--- src/rtl/fetch_pkg.sv ---
`default_nettype none
// ============================================================================
// fetch_pkg -- shared widths and queue entry type for the fetch stage. Rev 1.0
// ============================================================================
package fetch_pkg;

  localparam int ADDR_W  = 32;
  localparam int INSTR_W = 32;

  typedef struct packed {
    logic [ADDR_W-1:0]  pc;
    logic [INSTR_W-1:0] instr;
  } fetch_entry_t;

endpackage
`default_nettype wire

--- src/rtl/fetch_queue_ram.sv ---
`default_nettype none
// ============================================================================
// fetch_queue_ram -- DEPTH x {pc, instr} storage, split write ports, async read. Rev 1.0
// ============================================================================
module fetch_queue_ram
  import fetch_pkg::*;
#(
  parameter int DEPTH = 4,
  parameter int AW    = $clog2(DEPTH)
) (
  input  logic               clk_i,
  input  logic               pc_we_i,
  input  logic [AW-1:0]      pc_waddr_i,
  input  logic [ADDR_W-1:0]  pc_wdata_i,
  input  logic               instr_we_i,
  input  logic [AW-1:0]      instr_waddr_i,
  input  logic [INSTR_W-1:0] instr_wdata_i,
  input  logic [AW-1:0]      raddr_i,
  output fetch_entry_t       rdata_o
);

  fetch_entry_t mem_q [DEPTH];

  // The PC half is written at issue, the instruction half when memory returns it.
  always_ff @(posedge clk_i) begin
    if (pc_we_i)    mem_q[pc_waddr_i].pc       <= pc_wdata_i;
    if (instr_we_i) mem_q[instr_waddr_i].instr <= instr_wdata_i;
  end

  assign rdata_o = mem_q[raddr_i];

endmodule
`default_nettype wire

--- src/rtl/instr_fetch_queue.sv ---
`default_nettype none
// ============================================================================
// instr_fetch_queue -- issues PCs to imem, pairs in-order responses with PCs. Rev 1.0
// ============================================================================
module instr_fetch_queue
  import fetch_pkg::*;
#(
  parameter int DEPTH = 4
) (
  input  logic               clk_i,
  input  logic               rst_ni,
  input  logic               flush_i,
  input  logic [ADDR_W-1:0]  pc_in_i,
  input  logic               pc_valid_i,
  output logic               pc_ready_o,
  output logic               imem_req_valid_o,
  output logic [ADDR_W-1:0]  imem_req_addr_o,
  input  logic               imem_req_ready_i,
  input  logic               imem_rsp_valid_i,
  input  logic [INSTR_W-1:0] imem_rsp_data_i,
  output logic               instr_valid_o,
  output logic [INSTR_W-1:0] instr_o,
  output logic [ADDR_W-1:0]  instr_pc_o,
  input  logic               instr_ready_i
);

  localparam int AW = $clog2(DEPTH);
  localparam int PW = AW + 1;

  logic [PW-1:0] alloc_q, alloc_d;
  logic [PW-1:0] fill_q, fill_d;
  logic [PW-1:0] rd_q, rd_d;
  logic [PW-1:0] discard_q, discard_d;

  logic [PW-1:0] used;
  logic [PW-1:0] outstanding;
  logic [PW:0]   occ;
  logic          space;
  logic          issue;
  logic          drop;
  logic          fill;
  logic          pop;
  logic          rsp_tracked;
  fetch_entry_t  head;

  assign used        = alloc_q - rd_q;
  assign outstanding = alloc_q - fill_q;
  // Stale responses still owed by memory keep their slots reserved.
  assign occ         = {1'b0, used} + {1'b0, discard_q};
  assign space       = occ < (PW+1)'(DEPTH);

  assign pc_ready_o       = rst_ni & imem_req_ready_i & space & ~flush_i;
  assign imem_req_valid_o = rst_ni & pc_valid_i & space & ~flush_i;
  assign imem_req_addr_o  = pc_in_i;
  assign issue            = pc_valid_i & pc_ready_o;

  assign drop        = imem_rsp_valid_i & (discard_q != '0);
  assign fill        = imem_rsp_valid_i & (discard_q == '0) & (outstanding != '0);
  assign rsp_tracked = imem_rsp_valid_i & ((discard_q != '0) | (outstanding != '0));

  assign instr_valid_o = rst_ni & (rd_q != fill_q) & ~flush_i;
  assign pop           = instr_valid_o & instr_ready_i;
  assign instr_o       = head.instr;
  assign instr_pc_o    = head.pc;

  always_comb begin
    alloc_d   = alloc_q + PW'(issue);
    fill_d    = fill_q + PW'(fill);
    rd_d      = rd_q + PW'(pop);
    discard_d = discard_q - PW'(drop);
    if (flush_i) begin
      alloc_d   = '0;
      fill_d    = '0;
      rd_d      = '0;
      // Everything issued but not yet answered becomes a response to throw away.
      discard_d = discard_q + outstanding - PW'(rsp_tracked);
    end
  end

  always_ff @(posedge clk_i or negedge rst_ni) begin
    if (!rst_ni) begin
      alloc_q   <= '0;
      fill_q    <= '0;
      rd_q      <= '0;
      discard_q <= '0;
    end else begin
      alloc_q   <= alloc_d;
      fill_q    <= fill_d;
      rd_q      <= rd_d;
      discard_q <= discard_d;
    end
  end

  fetch_queue_ram #(
    .DEPTH (DEPTH),
    .AW    (AW)
  ) u_ram (
    .clk_i         (clk_i),
    .pc_we_i       (issue),
    .pc_waddr_i    (alloc_q[AW-1:0]),
    .pc_wdata_i    (pc_in_i),
    .instr_we_i    (fill & ~flush_i),
    .instr_waddr_i (fill_q[AW-1:0]),
    .instr_wdata_i (imem_rsp_data_i),
    .raddr_i       (rd_q[AW-1:0]),
    .rdata_o       (head)
  );

  a_rsp_has_owner: assert property (@(posedge clk_i) disable iff (!rst_ni)
    imem_rsp_valid_i |-> ((discard_q != '0) || (outstanding != '0)));

endmodule
`default_nettype wire

--- config.mk ---
export PLATFORM = sky130hd
export DESIGN_NAME = instr_fetch_queue
export DESIGN_NICKNAME = d
export VERILOG_FILES = /design/src/rtl/fetch_pkg.sv /design/src/rtl/fetch_queue_ram.sv /design/src/rtl/instr_fetch_queue.sv
export SDC_FILE = /design/constraint.sdc
export NUM_CORES = 1
export LEC_CHECK = 0
export ABC_AREA = 1
export CORE_ASPECT_RATIO = 1.4
export CORE_MARGIN = 3
export CORE_UTILIZATION = 50
export DETAILED_ROUTE_END_ITERATION = 8
export PLACE_DENSITY = 0.72
export SYNTH_ARGS = -nofsm -noshare
export SYNTH_HDL_FRONTEND = slang
export SYNTH_SLANG_ARGS = --single-unit
--- constraint.sdc ---
create_clock -name clk_i -period 5.4 [get_ports clk_i]
set_input_delay 0.54 -clock clk_i [delete_from_list [all_inputs] [get_ports clk_i]]
set_output_delay 0.54 -clock clk_i [all_outputs]
set_load 0.1 [all_outputs]
## Word level (Yosys, flattened, before mapping)

Memories as Yosys holds them, arrays and structs flattened.
Cells that the tools add are included.

| storage, ports and cells | value |
|---|---|
| input bits | 71 |
| memory bits (writable) | 256 |
| bits in registers | 12 |
| output and inout bits | 99 |
| memories | 1 |

Memory list:

| name | depth | bits a word | rd ports | clocked after Yosys merged registers in | write ports | line | text |
|---|---|---|---|---|---|---|---|
| u_ram.mem_q | 4 | 64 | 1 | 0 | 2 | fetch_queue_ram.sv:22 | `fetch_entry_t mem_q [DEPTH];` |

| cells by class | value |
|---|---|
| mux-type cells | 8 |
| add/subtract/negate cells | 9 |
| equal/unequal tests | 1 |
| magnitude comparators | 1 |
| reduce and logical (&&, ||, !) cells | 3 |
| bitwise logic cells | 17 |

Operators by type and width:

| operator | count |
|---|---|
| $and 1x1->1 | 15 |
| $mux 3 | 4 |
| $add 3x1->3 | 3 |
| $reduce_bool 3->1 | 2 |
| $sub 3x1->3 | 2 |
| $sub 3x3->3 | 2 |
| $add 3x3->4 | 1 |
| $lt 4x3->1 const B | 1 |
| $mux 1 | 4 |
| $add 3x3->3 | 1 |
| $logic_not 3->1 | 1 |
| $ne 3x3->1 | 1 |
| $not 1->1 | 1 |
| $or 1x1->1 | 1 |

## Logic depth before layout (Yosys ltp)

| depth | value |
|---|---|
| depth in word-level cells | 8 |
| mapped depth | 21 |
| depth with buffers taken out | 21 |

## Modules after synthesis

A second synthesis with hierarchy kept.

| second synthesis, totals | value |
|---|---|
| cells, all modules | 1,178 |
| area, all modules | 12,030.3 um2 |

Modules (own cells, without submodules):

| module | cells an instance | instances | sequential area each (um2) | area each (um2) |
|---|---|---|---|---|
| fetch_queue_ram | 1,017 | 1 | 7,687.4 | 10,792.9 |
| instr_fetch_queue | 161 | 1 | 300.3 | 1,237.4 |

## Least setup slack after synthesis

OpenSTA, ideal clock, no wires.

| timing path | value |
|---|---|
| kind | flip-flop to flip-flop |
| from | reg rd_q[1] |
| to | mem u_ram.mem_q[0][32] (netlist name), enable pin |
| data arrival time | 3,570 ps |
| setup slack | 1,409 ps |
| cell stages (with the launch flop) | 13 |
| setup time | 421 ps |
| clock period less this slack | 3,991 ps |
| required time | 4,979 ps |
| cells stage by stage | dfrtp_1 inv_1 buf_4 buf_2 fa_1 xnor2_1 xor2_1 ha_1 nor3_1 o21ai_0 nor2_1 nand3_1 nor2_1 |

RTL lines:

| item | line | text |
|---|---|---|
| start: declaration | instr_fetch_queue.sv:32 | `logic [PW-1:0] rd_q, rd_d;` |
| start signal: assignment | instr_fetch_queue.sv:89 | `rd_q <= rd_d;` |
| end: declaration | fetch_queue_ram.sv:22 |  |

## Worst setup path after layout

| timing path | value |
|---|---|
| from | reg rd_q[0] |
| to | out instr_o[1] |

| between the ends | value |
|---|---|
| longest elaborated chain between the ends | 1 |

RTL lines:

| item | line | text |
|---|---|---|
| $mem_v2 4x64 | - |  |
| end: declaration | instr_fetch_queue.sv:22 | `output logic [INSTR_W-1:0] instr_o,` |

No other way between the ends.

==> impl_metrics.toml <==
[cts]
clockBufferDepth = 3
clk_pin_slew_worst_paths_ns = 0.07
cts_resized = 0
cts_buffers = 25
postCtsHoldBufs = 0
tritoncts = "built"
clockRootBuffer = "clkbuf_16"
cts.sinks = 268
clk_latency_ns = 0.52
h-tree-depth = 1
cts_post_setup_buffers_inserted = 0

[sta]
finalCriticalPeriod_ns = 4.403
finalSetupViolations = 0
skew_ns = 0.01256
rsz0062_at_grt = "no"
period_share = 0.8155
layout_setup_ws_ns = 0.9965
finalMaxSlewViolations = 0
worst_pin_slew_ns = 1.110
setup_tns_ns = 0
fmax_mhz = 227.1
maxSlewHeadroom = 0.2601
hold_viol_final = 0

[power_and_ir_drop]
internal_power_w = 0.003319
irDropWorstVdd_uv = 272.2
p_leak_nw = 4.508
power_density_nw_per_um2 = 333.1
clock_power_share = 0.367
share_comb_of_total_power = 0.102
swShare = 0.2390
switchingPower_w = 0.001042
power_w = 0.004361
p_seq_frac = 0.531

[routing]
detail-route-antenna-nets = 0
vias = 6574
drt-initial-drc-count = 457
drc_errors = 0
drt-pass1-iter-count = 4
routed_wl_um = 22090
via_per_inst = 5.520
wl_per_cell_um = 18.55

[final_layout]
antenna_cells = 0
num-nets-final = 1005
drive_gt1_frac = 0.05775
syn2layout_area_growth_pct = 21.61
nFillCells = 1557
multi_input_area_um2 = 2182
final_util = 0.6274
seq_area_um2 = 7993

[placement]
port_buffers = 169
place_hpwl_um = 12920
pre_cts_ws_ns = 1.548
gp_congestion = 0.7597

[synthesis]
synth_seq_cells = 268
synth_largest_area_cell = "edfxtp_1"
syn_avg_cell_area_um2 = 13.61
synth_common_cells = "edfxtp_1 (256), nor2_1 (148), o21ai_0 (89)"
ys_types = 27
synth-async-reset-ratio = 0.04478
yosysMostFrequentCell = "edfxtp_1"
synthTopCellsByArea = "edfxtp_1 (71%), nor2_1 (5.2%), o21ai_0 (4.1%), o22ai_1 (3.7%), dfrtp_1 (2.8%)"
synth_enable_flop_cells = 256
yosys_warnings = 0
yosys.area.top_type_share = 0.7141
yosysSeqAreaShare = 0.7420
syn_inst = 791
syn_area_um2 = 10770
syn_nets = 880
synth-main-ff-cell = "edfxtp_1"

[setup_path]
critPathLaunchType = "flip-flop"
worstPathArrival_ns = 3.86
reg2reg_depth = 11
end_kind = "output port"
critPathKind = "reg -> out"
cp_max_fo = 107
cp.required_ns = 4.86

[die]
num_rows = 62
die_h_um = 179.6
die_x_um = 130.0
die_area_um2 = 23350
core-area_um2 = 20870
initial_core_util = 0.5159
io_pins = 170

[grt]
grtUsageTotal = 0.1854
grt.overflow.total = 0
antenna_found_initial = 3
grt_pass1_vias = 6590
grt_max_degree = 111
grt_pass1_wl_um = 34470

[min_path]
holdCritPathClass = "in -> async"

[job]
maxCapViolCount = 0

[run_status]
outcome = "complete, no violations"
final timing paths:
path | start | end | slack [ns]
hold / removal | rst_ni | alloc_q[0]$_DFF_PN0_ | 0.43
hold reg to reg | alloc_q[2]$_DFF_PN0_ | alloc_q[2]$_DFF_PN0_ | 0.54
max in group asynchronous | rst_ni | rd_q[0]$_DFF_PN0_ | 4.49
min in group clk_i | alloc_q[2]$_DFF_PN0_ | alloc_q[2]$_DFF_PN0_ | 0.54
setup reg to reg | rd_q[0]$_DFF_PN0_ | u_ram.mem_q[2][51]$_DFFE_PP_ | 1.63
setup / recovery | rd_q[0]$_DFF_PN0_ | instr_o[1] | 1.0
per-layer routing:
metal / vias up / wire (um) / part of all wire / track usage
met3: 36 / 1342 / 0.061 / 0.03890
li1: 3124 / - / - / -
met5: - / 33 / 0.0015 / 0
met1: 3214 / 8875 / 0.40 / 0.2372
met2: 194 / 11370 / 0.51 / 0.3189
met4: 6 / 473 / 0.021 / 0.05158
registers in the layout, summed over array words and instances, names as in the netlist:
name         flops
alloc_q          3
discard_q        3
fill_q           3
rd_q             3
u_ram.mem_q    256
layout by cell type (no fill, tap or decap), types with 2 or more instances in the layout:
master and n:
xor2_1 3, clkinv_2 2, clkbuf_16 25, a21oi_1 3, dfrtp_1 10, buf_4 6, inv_6 3, edfxtp_1 256
fa_1 3, o21ai_1 46, nand2_1 28, ha_1 15, clkinv_1 8, nor3_2 2, clkbuf_1 5, inv_1 33
clkbuf_8 2, nor2_1 140, nand3_1 6, o21ai_0 89, clkdlybuf4s50_1 167, o22ai_1 64, nor2_4 8
worst max-delay path, cell delays in order, from the launching register on:
cell	delay (ns)
dfrtp_4	0.59
inv_4	0.81
buf_4	0.40
o21ai_0	0.12
o22ai_1	0.18
clkdlybuf4s50_1	1.16
cells by family (layout without fill, tap and decap cells):
logic type / count (synthesis) / count (layout) / synth area share
adders and majority gates: 18 / 18 / 0.02301
buffers and inverters: 110 / 254 / 0.06090
and+or+nand+nor: 187 / 187 / 0.06776
DFF: 268 / 268 / 0.7420
xor gates and xnor gates: 4 / 4 / 0.003255
AOI/OAI and AO/OA: 204 / 204 / 0.1031
area by class of cell:
class,instances,area share
well taps,256,0.02447
repair buffers,173,0.1311
inverters,35,0.01023
flip-flops and latches,268,0.6105
clock inverters,14,0.005639
clock buffers,32,0.05132
multi-input cells,413,0.1667
power groups by stage:
stage | Combinational (W) | Sequential [W] | Clock, W
after floorplan | 0.000314 | 0.00236 | 0
after global placement | 0.000439 | 0.00236 | 0
after detailed placement | 0.000448 | 0.00236 | 0
after CTS | 0.000449 | 0.00231 | 0.00163
after global routing | 0.000487 | 0.00232 | 0.00172
final | 0.000445 | 0.00232 | 0.00160
through the flow:
step / std cells / hold slack, ns / area, um^2
5_1_grt: 1191 / 0.4695 / 13090
3_5_place_dp: 1145 / 0.5386 / 12350
6_report: 1191 / 0.4290 / 13090
3_3_place_gp: 1145 / 0.5263 / 12350
4_1_cts: 1191 / 0.4349 / 13090
2_1_floorplan: 791 / 0.2444 / 10770
Power figures use the tool's default switching activity.
